File: config.mk
export PLATFORM = sky130hd
export DESIGN_NAME = hazard_scoreboard
export DESIGN_NICKNAME = d
export VERILOG_FILES = /design/src/rtl/hazard_scoreboard_pkg.sv /design/src/rtl/hazard_scoreboard_fwd_pick.sv /design/src/rtl/hazard_scoreboard.sv
export SDC_FILE = /design/constraint.sdc
export NUM_CORES = 1
export LEC_CHECK = 0
export BUFFER_PORTS_ARGS = -buffer_cell sky130_fd_sc_hd__buf_2
export CORE_MARGIN = 5
export CORE_UTILIZATION = 58
export CTS_BUF_LIST = sky130_fd_sc_hd__clkbuf_4 sky130_fd_sc_hd__clkbuf_8
export CTS_CLUSTER_DIAMETER = 60
export DETAILED_ROUTE_END_ITERATION = 8
export GPL_TIMING_DRIVEN = 0
export MAX_ROUTING_LAYER = met4
export PLACE_DENSITY = 0.82
export SYNTH_ARGS = -nofsm -noshare
export SYNTH_HDL_FRONTEND = slang
export SYNTH_SLANG_ARGS = --single-unit
File: constraint.sdc
create_clock -name clk -period 4.95 [get_ports clk]
set_input_delay 0.99 -clock clk [delete_from_list [all_inputs] [get_ports clk]]
set_output_delay 0.99 -clock clk [all_outputs]
set_load 0.03 [all_outputs]
File: src/rtl/hazard_scoreboard_pkg.sv
// Shared types and constants for the pipeline hazard scoreboard:
// forwarding select encodings, Tuse sentinel and the per-stage entry.
package hazard_scoreboard_pkg;

    localparam int SB_RW = 5;
    localparam int SB_TW = 2;

    // Select codes follow the operand selector input order I0..I3.
    localparam logic [1:0] FWD_RF = 2'd0;
    localparam logic [1:0] FWD_E  = 2'd1;
    localparam logic [1:0] FWD_M  = 2'd2;
    localparam logic [1:0] FWD_W  = 2'd3;

    localparam logic [SB_TW-1:0] TUSE_NONE = 2'd3;

    typedef struct packed {
        logic [SB_RW-1:0] dst;
        logic [SB_TW-1:0] tnew;
    } stage_t;

    localparam stage_t STAGE_EMPTY = '{dst: 5'd0, tnew: 2'd0};

    function automatic logic [SB_TW-1:0] sat_dec(input logic [SB_TW-1:0] x);
        if (x == {SB_TW{1'b0}}) begin
            return {SB_TW{1'b0}};
        end else begin
            return x - {{(SB_TW-1){1'b0}}, 1'b1};
        end
    endfunction

endpackage

File: src/rtl/hazard_scoreboard_fwd_pick.sv
// Finds the newest stage writing a given register and turns it into a
// forwarding select plus the producer's remaining latency.
module hazard_scoreboard_fwd_pick
    import hazard_scoreboard_pkg::*;
(
    input  logic [SB_RW-1:0] reg_i,
    input  stage_t           e_i,
    input  stage_t           m_i,
    input  stage_t           w_i,
    input  logic             use_e_i,
    output logic             hit_o,
    output logic [SB_TW-1:0] hit_tnew_o,
    output logic [1:0]       sel_o
);

    logic reg_nz_s;
    logic e_hit_s;
    logic m_hit_s;
    logic w_hit_s;

    assign reg_nz_s = (reg_i != {SB_RW{1'b0}});
    assign e_hit_s  = use_e_i && reg_nz_s && (e_i.dst == reg_i);
    assign m_hit_s  = reg_nz_s && (m_i.dst == reg_i);
    assign w_hit_s  = reg_nz_s && (w_i.dst == reg_i);

    // Newest match wins; a newest producer still computing shadows older ones.
    always_comb begin
        hit_o      = 1'b0;
        hit_tnew_o = {SB_TW{1'b0}};
        sel_o      = FWD_RF;
        if (e_hit_s) begin
            hit_o      = 1'b1;
            hit_tnew_o = e_i.tnew;
            sel_o      = (e_i.tnew == {SB_TW{1'b0}}) ? FWD_E : FWD_RF;
        end else if (m_hit_s) begin
            hit_o      = 1'b1;
            hit_tnew_o = m_i.tnew;
            sel_o      = (m_i.tnew == {SB_TW{1'b0}}) ? FWD_M : FWD_RF;
        end else if (w_hit_s) begin
            hit_o      = 1'b1;
            hit_tnew_o = w_i.tnew;
            sel_o      = FWD_W;
        end else begin
            sel_o      = FWD_RF;
        end
    end

endmodule

File: src/rtl/hazard_scoreboard.sv
// Hazard controller for the 5-stage core: tracks E/M/W producers and
// derives stall plus D- and E-stage forwarding selects from that state.
module hazard_scoreboard
    import hazard_scoreboard_pkg::*;
#(
    parameter int RW = SB_RW,
    parameter int TW = SB_TW
) (
    input  logic          clk,
    input  logic          reset,
    input  logic [RW-1:0] d_rs,
    input  logic [RW-1:0] d_rt,
    input  logic [TW-1:0] d_tuse_rs,
    input  logic [TW-1:0] d_tuse_rt,
    input  logic [RW-1:0] d_dst,
    input  logic [TW-1:0] d_tnew,
    input  logic          d_is_md,
    input  logic          mdu_busy,
    input  logic          mdu_start_e,
    output logic          stall,
    output logic [1:0]    fwd_rs_d,
    output logic [1:0]    fwd_rt_d,
    output logic [1:0]    fwd_rs_e,
    output logic [1:0]    fwd_rt_e
);

    stage_t        e_q, e_d;
    stage_t        m_q, m_d;
    stage_t        w_q, w_d;
    logic [RW-1:0] rs_e_q, rs_e_d;
    logic [RW-1:0] rt_e_q, rt_e_d;

    logic          d_hit_rs_s, d_hit_rt_s;
    logic [TW-1:0] d_tnew_rs_s, d_tnew_rt_s;
    logic          unused_e_hit_rs, unused_e_hit_rt;
    logic [TW-1:0] unused_e_tnew_rs, unused_e_tnew_rt;
    logic          rs_hazard_s, rt_hazard_s, mdu_hazard_s;

    hazard_scoreboard_fwd_pick u_pick_rs_d (
        .reg_i(d_rs), .e_i(e_q), .m_i(m_q), .w_i(w_q), .use_e_i(1'b1),
        .hit_o(d_hit_rs_s), .hit_tnew_o(d_tnew_rs_s), .sel_o(fwd_rs_d)
    );

    hazard_scoreboard_fwd_pick u_pick_rt_d (
        .reg_i(d_rt), .e_i(e_q), .m_i(m_q), .w_i(w_q), .use_e_i(1'b1),
        .hit_o(d_hit_rt_s), .hit_tnew_o(d_tnew_rt_s), .sel_o(fwd_rt_d)
    );

    // E-stage operands only look downstream, so the E entry is masked off.
    hazard_scoreboard_fwd_pick u_pick_rs_e (
        .reg_i(rs_e_q), .e_i(e_q), .m_i(m_q), .w_i(w_q), .use_e_i(1'b0),
        .hit_o(unused_e_hit_rs), .hit_tnew_o(unused_e_tnew_rs), .sel_o(fwd_rs_e)
    );

    hazard_scoreboard_fwd_pick u_pick_rt_e (
        .reg_i(rt_e_q), .e_i(e_q), .m_i(m_q), .w_i(w_q), .use_e_i(1'b0),
        .hit_o(unused_e_hit_rt), .hit_tnew_o(unused_e_tnew_rt), .sel_o(fwd_rt_e)
    );

    assign rs_hazard_s  = d_hit_rs_s && (d_tnew_rs_s > d_tuse_rs);
    assign rt_hazard_s  = d_hit_rt_s && (d_tnew_rt_s > d_tuse_rt);
    assign mdu_hazard_s = d_is_md && (mdu_busy || mdu_start_e);
    assign stall        = rs_hazard_s || rt_hazard_s || mdu_hazard_s;

    // Advance the scoreboard; a stall injects a bubble into E while M and W drain.
    always_comb begin
        w_d    = '{dst: m_q.dst, tnew: sat_dec(m_q.tnew)};
        m_d    = '{dst: e_q.dst, tnew: sat_dec(e_q.tnew)};
        e_d    = STAGE_EMPTY;
        rs_e_d = {RW{1'b0}};
        rt_e_d = {RW{1'b0}};
        if (stall) begin
            e_d    = STAGE_EMPTY;
            rs_e_d = {RW{1'b0}};
            rt_e_d = {RW{1'b0}};
        end else begin
            e_d    = '{dst: d_dst, tnew: d_tnew};
            rs_e_d = d_rs;
            rt_e_d = d_rt;
        end
    end

    // Scoreboard state register with synchronous clear.
    always_ff @(posedge clk) begin
        if (reset) begin
            e_q    <= STAGE_EMPTY;
            m_q    <= STAGE_EMPTY;
            w_q    <= STAGE_EMPTY;
            rs_e_q <= {RW{1'b0}};
            rt_e_q <= {RW{1'b0}};
        end else begin
            e_q    <= e_d;
            m_q    <= m_d;
            w_q    <= w_d;
            rs_e_q <= rs_e_d;
            rt_e_q <= rt_e_d;
        end
    end

endmodule

==> results of run 1 <==
==> stage by stage <==
stage | total power [uW] | setup WS (ns) | hold WS, ns | instance area (um2)
after global routing | 654.2 | 0.02488 | 0.4516 | 2379
after global placement | 415.3 | 0.2608 | 0.4090 | 2277
after CTS | 623.7 | 0.08673 | 0.4314 | 2364
after detailed placement | 418.8 | 0.1648 | 0.4178 | 2277
final | 625.7 | 0.1993 | 0.4303 | 2379
after floorplan | 383.6 | 0.5664 | 0.4013 | 2095
==> placed cells by master, fill, tap and decap left out, drive strengths merged <==
master	instances
a31oi	1
and2	2
nand4b	18
o21a	2
dfxtp	31
a21o	2
o22a	1
nand3	5
nor2b	11
and3	2
nor3b	3
xnor2	26
a31o	1
nand2	10
buf	42
a21oi	3
nor2	9
bufinv	1
and4	2
nand4	3
xor2	24
o22ai	1
o311a	1
nand3b	1
clkbuf	15
a2bb2oi	1
mux2	4
or3	1
nor4	5
inv	7
clkinv	1
o21ai	3
ha	6
nor3	30
==> state kept, by name (all words and copies together) (netlist names) <==
register and count:
e_q 7, m_q 7, rs_e_q 5, rt_e_q 5, w_q 7
==> layout make-up <==
type,count,area share (%)
multi-input combinational,178,54.66
sequential,31,26.09
buffer,24,6.207
timing repair buffer,27,5.892
tap,46,2.420
clock buffer,6,2.157
clock inverter,2,1.473
inverter,7,1.105
==> worst max-delay path, cell delays in order <==
cell	delay, ns
sky130_fd_sc_hd__clkbuf_1	0.29
sky130_fd_sc_hd__xor2_1	0.15
sky130_fd_sc_hd__nor4_2	0.40
sky130_fd_sc_hd__and2_1	0.24
sky130_fd_sc_hd__nor3b_1	0.08
sky130_fd_sc_hd__o22a_1	0.18
sky130_fd_sc_hd__ha_1	0.28
sky130_fd_sc_hd__nor2b_1	0.13
sky130_fd_sc_hd__a2bb2oi_1	0.24
sky130_fd_sc_hd__nand2_1	0.12
sky130_fd_sc_hd__a21oi_4	0.28
sky130_fd_sc_hd__or3_1	0.18
sky130_fd_sc_hd__buf_2	0.20
==> synthesized netlist by cell type, drive strengths merged, types with 2 or more instances <==
cell type	number	area share (%)
buf	15	5.4
clkbuf	9	1.7
dfxtp	31	30
nor3	30	7.2
nor4	5	1.8
and2	2	0.60
and4	2	0.84
nand3	5	1.2
and3	2	0.60
mux2	4	2.2
a21oi	3	1.3
xnor2	26	11
nor2b	11	3.3
inv	7	1.3
nand4b	18	7.5
nor3b	3	1.1
nand4	3	1.2
xor2	24	10
nor2	9	1.6
o21a	2	0.72
nand2	10	1.8
a21o	2	0.72
ha	6	3.6
o21ai	3	0.72
==> worst max path at each step <==
stage                       start     to  cells past startpoint
after floorplan           d_rt[2]  stall                     12
after global routing      d_rs[0]  stall                     13
final                     d_rs[0]  stall                     13
after CTS                 d_rs[0]  stall                     13
after global placement    d_rs[0]  stall                     13
after detailed placement  d_rs[0]  stall                     13
==> power groups by stage <==
| stage | Combinational, uW | Clock (uW) | Sequential [uW] |
|---|---|---|---|
| finish | 142 | 211 | 272 |
| global route | 156 | 225 | 274 |
| CTS | 142 | 210 | 272 |
| detailed placement | 141 | 0 | 278 |
| global placement | 138 | 0 | 278 |
| floorplan | 109 | 0 | 275 |
==> routing by layer <==
layer / vias to the layer above / global-route usage (%)
li1: 897 / -
met1: 841 / 26.82
met2: 86 / 33.26
met3: 8 / 5.022
met4: 0 / 7.021
met5: - / -
==> cell families (layout without fill, tap and decap cells) <==
group           count (synthesis)  count (layout)  share of synthesized area, %
mux                             4               4                         2.150
buf+inv                        31              66                         8.303
fa+ha+maj                       6               6                         3.584
compound gates                 16              16                         5.735
flops                          31              31                         29.63
simple gates                  102             102                         29.33
xor+xnor                       50              50                         21.27
==> results.md, run 1 <==
* Synth Warn # at 0
* Antenna cell count at 0
* Worst vdd ir at 0.0001846 V
* Clock tree from TritonCTS: built
* Floorplan die width at 70.10 um
* Buffers from clock root to sink, at most at 2
* Endpoint of the lowest-slack register-to-register path: rt_e_q[0]
* Post-synth top flop: sky130_fd_sc_hd__dfxtp_1
* Detailed route wirelength on metal2 at 2295 um
* Placer Congestion at 0.9092
* Final hold viol count at 0
* Clock network latency to the later pin of the worst-skew pair at 0.34 ns
* Number of max-cap violations at 0
* Post-CTS repair timing setup buffer count at 0
* H-tree lvl count at 2
* Total standard cell area after synthesis at 2095 um2
* HP Class: reg -> reg
* Initial core utilization at 61.32%
* Hold-fix buffers, CTS at 0
* Total Routed Length at 4974 um
* Share of total power in the clock network at 33.8%
* Seq/Total Area, Yosys at 29.63%
* Unrepaired setup endpoints after global routing: no
* Slack of the worst reg-to-reg path at 1.76 ns
* CTS Sinks at 31
* Num CTS Buffers at 5
* Total net switching power at 184.0 uW
* Worst Max-Slew Pin Slew at 0.5908 ns
* Number of placement rows at 21
* DR iter-0 viols at 134
* DP Cell Count at 311
* Largest fanout on the critical path at 9
* Total area of sequential cells at 620.6 um2
* Clock Pin Slew Worst Setup and Hold Paths at 0.10 ns
* Combinational fraction of design power at 22.7%
* Cell-internal power at 441.7 uW
* Cell count after synthesis at 240
* Outcome: completed
* DRC violations left at 0
* Overall track demand over capacity in global routing at 21.19%
* Post-synth ARST share at 0%
* Number of nets in the final layout at 306
* Filler instances at 297
* Uppermost signal routing layer after detailed routing: met4
* Fraction of final layout cells sized beyond drive strength 1 at 21.82%
* Post-synthesis sequential element count at 31
* Shortest clock period the worst path allows after layout at 4.751 ns
* Vias per cell at 5.707
* Router iterations before antenna repair at 4
* Hold Startpoint: m_q[0]
* Vias in the first global route at 1665
* Final-layout setup total negative slack at 0 ns
* Dpl hpwl at 3730 um
* Count of non-filler cells in the finished layout at 321
* Die outline area at 4913 um2
* Data required, critical path at 3.96 ns
* Total via count in the routed design at 1832
* Pin count of the biggest net entering global routing at 11
* Register share of total power at 43.5%
* Reg-to-Reg Start: m_q[2]
* Final cell utilization of the core at 69.63%
* Final clock period utilization by the worst path at 95.97%
* Length of routed met3 wiring at 442 um
* Port Buf Inserts at 25
* Area growth from synthesis to layout at 13.56%
* Leakage dissipation at 0.001053 uW
* Die Y-Extent at 70.10 um
* GRT overflow at 0
* Number of different library cells in the post-synthesis netlist at 40
* First-pass GRT wire length at 7990 um
* Top achievable clock speed at 210.5 MHz
* WL/cell at 15.50 um
* Power density of the placed cells at 263.1 nW/um2
* Final number of setup-violating endpoints at 0
* Switching share of total power at 29.41%
* Post-route antenna net violation count at 0
* Count of flip-flops with a built-in enable after synthesis at 0
* Hold depth at 1
* Post-cts repair resize count at 0
* Relative max-transition margin at 60.35%
* Count of final max-slew check failures at 0
* Worst-case reg-to-reg path depth at 14
* I/O pin total at 35
* Metal-1 WL at 2180 um
* Post-synth net total at 272
* Number of antenna violations at the first check in global routing at 0
* Data arrival at the endpoint of the critical path at 3.76 ns
* Critical path start-end classification: in -> out
* Multi-input combinational cell area at 1300 um2
* Worst Clk Skew at 0.009377 ns
* Average footprint of a synthesized cell at 8.727 um2
* CP endpoint kind: primary output
* CTS Root Buffer Type: sky130_fd_sc_hd__clkbuf_4
* End of the worst hold path: w_q[0]
* Core outline area at 3416 um2
* Worst Setup Start Kind: primary input
Power figures use the tool's default switching activity.
==> inputs of run 2 (changes only) <==
--- a/config.mk
+++ b/config.mk
@@ -7,13 +7,14 @@
 export LEC_CHECK = 0
 export BUFFER_PORTS_ARGS = -buffer_cell sky130_fd_sc_hd__buf_2
 export CORE_MARGIN = 5
-export CORE_UTILIZATION = 58
+export CORE_UTILIZATION = 60
 export CTS_BUF_LIST = sky130_fd_sc_hd__clkbuf_4 sky130_fd_sc_hd__clkbuf_8
 export CTS_CLUSTER_DIAMETER = 60
 export DETAILED_ROUTE_END_ITERATION = 8
 export GPL_TIMING_DRIVEN = 0
 export MAX_ROUTING_LAYER = met4
-export PLACE_DENSITY = 0.82
+export PLACE_DENSITY = 0.84
+export SLEW_MARGIN = 5
 export SYNTH_ARGS = -nofsm -noshare
 export SYNTH_HDL_FRONTEND = slang
 export SYNTH_SLANG_ARGS = --single-unit
==> constraint.sdc (replaced) <==
create_clock -name clk -period 5.7 [get_ports clk]
set_input_delay 1.14 -clock clk [delete_from_list [all_inputs] [get_ports clk]]
set_output_delay 1.14 -clock clk [all_outputs]
set_load 0.03 [all_outputs]
==> run 2 against run 1 <==
Cell area fell by 1.2%. Global-route usage fell by 0.97 points. Clock power fell by 29%. Wire length fell by 7.5%. First-iteration DRC count fell by 30%. Non-clock buffer count fell by 2. Cell count fell by 0.62%. Largest cell class unchanged. Sequential power fell by 13%.
==> results.md, run 2 (same netlist as run 1, synthesis figures left out) <==
* End of the worst hold path: w_q[0]
* First-pass GRT wire length at 7652 um
* Buffers and inverters on the worst path at 2
* Port Buf Inserts at 25
* Count of final max-slew check failures at 0
* Relative max-transition margin at 65.81%
* Hold Startpoint: m_q[0]
* Hold-fix buffers, CTS at 0
* Filler instances at 294
* Top achievable clock speed at 198.8 MHz
* H-tree lvl count at 2
* Unrepaired setup endpoints after global routing: no
* Data arrival at the endpoint of the critical path at 3.89 ns
* Largest fanout on the critical path at 9
* I/O pin total at 35
* Floorplan die width at 69.09 um
* CP endpoint kind: primary output
* Cell with the biggest individual delay on the critical path: sky130_fd_sc_hd__nor4_2
* Share of total power in the clock network at 29.5%
* Die Y-Extent at 69.09 um
* CTS Root Buffer Type: sky130_fd_sc_hd__clkbuf_4
* Initial core utilization at 62.28%
* Reg-to-Reg Start: m_q[2]
* Count of non-filler cells in the finished layout at 319
* CP top delay family: simple AND/OR/NAND/NOR gates
* Number of max-cap violations at 0
* Power density of the placed cells at 216.2 nW/um2
* Total Routed Length at 4601 um
* Register share of total power at 46.6%
* Final-layout setup total negative slack at 0 ns
* Area growth from synthesis to layout at 12.19%
* Die outline area at 4773 um2
* Sequence of cells on the critical path: clkbuf_1, xor2_1, nor4_2, and2_1, nor3b_1, o22a_1, ha_1, nor2b_1, a2bb2oi_1, nand4b_1, nand2_1, or3_1, buf_2
* Number of placement rows at 21
* Total via count in the routed design at 1765
* HP Class: reg -> reg
* Worst Setup Start Kind: primary input
* Combinational fraction of design power at 23.9%
* Worst Clk Skew at 0.01141 ns
* Cell-internal power at 357.1 uW
* Leading cell types in the layout, fill and taps excluded: sky130_fd_sc_hd__dfxtp_1, sky130_fd_sc_hd__nor3_1, sky130_fd_sc_hd__buf_2, sky130_fd_sc_hd__xnor2_1, sky130_fd_sc_hd__xor2_1
* Total area of sequential cells at 620.6 um2
* Hold depth at 1
* Switching share of total power at 29.72%
* Commonest non-fill, non-tap cell in the layout: sky130_fd_sc_hd__dfxtp_1
* Endpoint of the lowest-slack register-to-register path: rt_e_q[1]
* WL/cell at 14.42 um
* Number of antenna violations at the first check in global routing at 0
* Critical path start-end classification: in -> out
* Dpl hpwl at 3640 um
* GRT overflow at 0
* Vias in the first global route at 1687
* Worst vdd ir at 0.0001635 V
* Clock network latency to the later pin of the worst-skew pair at 0.33 ns
* Clock Pin Slew Worst Setup and Hold Paths at 0.10 ns
* DRC violations left at 0
* Leading registers by flop count: e_q: 7 flops, m_q: 7 flops, w_q: 7 flops
* Overall track demand over capacity in global routing at 20.22%
* Number of nets in the final layout at 304
* Shortest clock period the worst path allows after layout at 5.030 ns
* DR iter-0 viols at 94
* Worst-case reg-to-reg path depth at 13
* Pin count of the biggest net entering global routing at 11
* Outcome: completed
* Multi-input combinational cell area at 1300 um2
* Worst Max-Slew Pin Slew at 0.5095 ns
* Fraction of final layout cells sized beyond drive strength 1 at 21.25%
* Buffers from clock root to sink, at most at 2
* Post-route antenna net violation count at 0
* Data required, critical path at 4.56 ns
* Final hold viol count at 0
* Num CTS Buffers at 5
* Final number of setup-violating endpoints at 0
* Router iterations before antenna repair at 4
* Clock tree from TritonCTS: built
* Final clock period utilization by the worst path at 88.24%
* Total net switching power at 151.0 uW
* Post-CTS repair timing setup buffer count at 0
* DP Cell Count at 311
* Placer Congestion at 0.8926
* Vias per cell at 5.533
* Post-cts repair resize count at 0
* Core outline area at 3363 um2
* Leakage dissipation at 0.001038 uW
* Antenna cell count at 0
* CTS Sinks at 31
* Crit-path max cell delay at 0.39 ns
* Slack of the worst reg-to-reg path at 2.54 ns
==> run 2: stage by stage <==
step / cell area, um2 / utilization, % / hold slack (ns) / worst slack [ns] / power [uW]
floorplan: 2095 / - / 0.4013 / 1.016 / 333.1
global placement: 2277 / 67.71 / 0.4106 / 0.7282 / 360.2
detailed placement: 2277 / 67.71 / 0.4287 / 0.7112 / 363.2
CTS: 2350 / 69.87 / 0.4430 / 0.7014 / 509.4
global route: 2350 / 69.87 / 0.4459 / 0.4196 / 534.3
finish: 2350 / 69.87 / 0.4386 / 0.6705 / 508.1
==> run 2: final cells by class <==
cell class,count,share of cell area (%)
clock buffer,8,3.088
timing repair buffer,25,5.325
sequential,31,26.41
inverter,7,1.118
multi-input combinational,178,55.33
buffer,24,6.283
tap,46,2.449
==> run 2: layer usage <==
layer | track usage (%) | up-vias | wire, um
met5 | - | - | 0
met4 | 7.158 | 0 | 65
met3 | 3.924 | 8 | 352
met2 | 31.67 | 60 | 2100
met1 | 25.93 | 811 | 2082
li1 | - | 886 | -
==> run 2: worst max path at each step <==
stage	endpoint	start	cells past startpoint	slack, ns
2_1_floorplan	stall	d_rt[2]	12	1.02
3_3_place_gp	stall	d_rs[0]	13	0.73
3_5_place_dp	stall	d_rs[0]	13	0.71
4_1_cts	stall	d_rs[0]	13	0.70
5_1_grt	stall	d_rs[0]	13	0.42
6_report	stall	d_rs[0]	13	0.67
==> run 2: power by group through the flow <==
stage	clock, uW	combinational, uW	sequential (uW)
after floorplan	0	94.2	239
after global placement	0	119	241
after detailed placement	0	122	242
after CTS	151	122	236
after global routing	163	134	238
final	150	122	237
==> inputs of run 3 (changes only) <==
--- a/config.mk
+++ b/config.mk
@@ -14,6 +14,7 @@
 export GPL_TIMING_DRIVEN = 0
 export MAX_ROUTING_LAYER = met4
 export PLACE_DENSITY = 0.84
+export RECOVER_POWER = 25
 export SLEW_MARGIN = 5
 export SYNTH_ARGS = -nofsm -noshare
 export SYNTH_HDL_FRONTEND = slang
==> run 3 against run 2 <==
Cell count did not move. Worst setup slack barely moved. Core utilization barely moved.
==> results.md, run 3 (same netlist as run 1, synthesis figures left out) <==
* Final-layout setup total negative slack at 0 ns
* Final number of setup-violating endpoints at 0
* Worst Setup Start Kind: primary input
* Die Y-Extent at 69.09 um
* First-pass GRT wire length at 7652 um
* Clock Pin Slew Worst Setup and Hold Paths at 0.10 ns
* Vias per cell at 5.533
* Clock network latency to the later pin of the worst-skew pair at 0.33 ns
* Finished layout cell area at 2349 um2
* Worst Clk Skew at 0.01141 ns
* Final hold viol count at 0
* HP Class: reg -> reg
* Post-route antenna net violation count at 0
* Die outline area at 4773 um2
* Leading cell types in the layout, fill and taps excluded: sky130_fd_sc_hd__dfxtp_1, sky130_fd_sc_hd__nor3_1, sky130_fd_sc_hd__buf_2, sky130_fd_sc_hd__xnor2_1, sky130_fd_sc_hd__xor2_1
* Count of final max-slew check failures at 0
* Fraction of final layout cells sized beyond drive strength 1 at 20.88%
* Number of antenna violations at the first check in global routing at 0
* Pin count of the biggest net entering global routing at 11
* CTS Root Buffer Type: sky130_fd_sc_hd__clkbuf_4
* WL/cell at 14.43 um
* I/O pin total at 35
* Relative max-transition margin at 65.81%
* Vias in the first global route at 1687
* Commonest non-fill, non-tap cell in the layout: sky130_fd_sc_hd__dfxtp_1
* Final clock period utilization by the worst path at 88.23%
* Unrepaired setup endpoints after global routing: no
* Area growth from synthesis to layout at 12.13%
* DR iter-0 viols at 91
* Standard cell area after detailed placement at 2277 um2
* Data arrival at the endpoint of the critical path at 3.89 ns
* Core outline area at 3363 um2
* Num CTS Buffers at 5
* Leading registers by flop count: e_q: 7 flops, m_q: 7 flops, w_q: 7 flops
* Data required, critical path at 4.56 ns
* Number of nets in the final layout at 304
* CTS Sinks at 31
* Number of max-cap violations at 0
* Total via count in the routed design at 1765
* Dpl hpwl at 3640 um
* Router iterations before antenna repair at 4
* Initial core utilization at 62.28%
* Floorplan die width at 69.09 um
* Clock tree from TritonCTS: built
* Number of placement rows at 21
* CP endpoint kind: primary output
* Overall track demand over capacity in global routing at 20.22%
* Critical path start-end classification: in -> out
* Worst Max-Slew Pin Slew at 0.5095 ns
* Placer Congestion at 0.8926
* Overall power consumption at 507.9 uW
* Post-cts repair resize count at 0
* Antenna cell count at 0
* Total Routed Length at 4603 um
* Post-CTS repair timing setup buffer count at 0
* Worst vdd ir at 0.0001635 V
* Worst hold slack at 0.4386 ns
* Port Buf Inserts at 25
* Shortest clock period the worst path allows after layout at 5.029 ns
* H-tree lvl count at 2
* DRC violations left at 0
* Leakage dissipation at 0.001036 uW
* Hold-fix buffers, CTS at 0
* Final cell utilization of the core at 69.83%
* Power density of the placed cells at 216.3 nW/um2
* GRT overflow at 0
* Outcome: completed
* Buffers from clock root to sink, at most at 2
* Top achievable clock speed at 198.8 MHz
* Largest fanout on the critical path at 9
run 3: layer usage:
metal	track usage, %	wire length (um)	up-vias
li1	-	-	886
met1	25.93	2089	811
met2	31.67	2100	60
met3	3.924	347	8
met4	7.158	65	0
met5	-	0	-
run 3: stage by stage:
step / cells / setup WS [ns]
floorplan: 240 / 1.016
global placement: 311 / 0.7282
detailed placement: 311 / 0.7112
CTS: 319 / 0.7014
global route: 319 / 0.4196
finish: 319 / 0.6706
run 3: path summary, 6_finish.rpt:
check | startpoint | slack [ns] | endpoint | cells past startpoint
setup reg to reg | m_q[2] | 2.54 | rt_e_q[1] | 13
setup / recovery | d_rs[0] | 0.67 | stall | 13
hold / removal | m_q[0] | 0.44 | w_q[0] | 1
hold reg to reg | m_q[0] | 0.44 | w_q[0] | 1
run 3: area by class of cell:
class | instances | area, um2
multi-input cells | 178 | 1300
fillers | 295 | 1015
flip-flops and latches | 31 | 620.6
plain buffers | 24 | 147.6
repair buffers | 25 | 123.9
clock buffers | 8 | 72.57
well taps | 46 | 57.56
inverters | 7 | 26.28
run 3: power by group:
group	total, uW	switching [uW]	internal, uW
sequential	237	9.66	227
combinational	122	68.8	52.7
clock	150	72.5	77.3
total	508	151	357
run 3: critical path, stage by stage:
cell and delay [ns]:
sky130_fd_sc_hd__clkbuf_1 0.25, sky130_fd_sc_hd__xor2_1 0.13, sky130_fd_sc_hd__nor4_2 0.39, sky130_fd_sc_hd__and2_1 0.23, sky130_fd_sc_hd__nor3b_1 0.07, sky130_fd_sc_hd__o22a_1 0.18
sky130_fd_sc_hd__ha_1 0.29, sky130_fd_sc_hd__nor2b_1 0.14, sky130_fd_sc_hd__a2bb2oi_1 0.26, sky130_fd_sc_hd__nand4b_1 0.36, sky130_fd_sc_hd__nand2_1 0.15, sky130_fd_sc_hd__or3_1 0.11
sky130_fd_sc_hd__buf_2 0.19
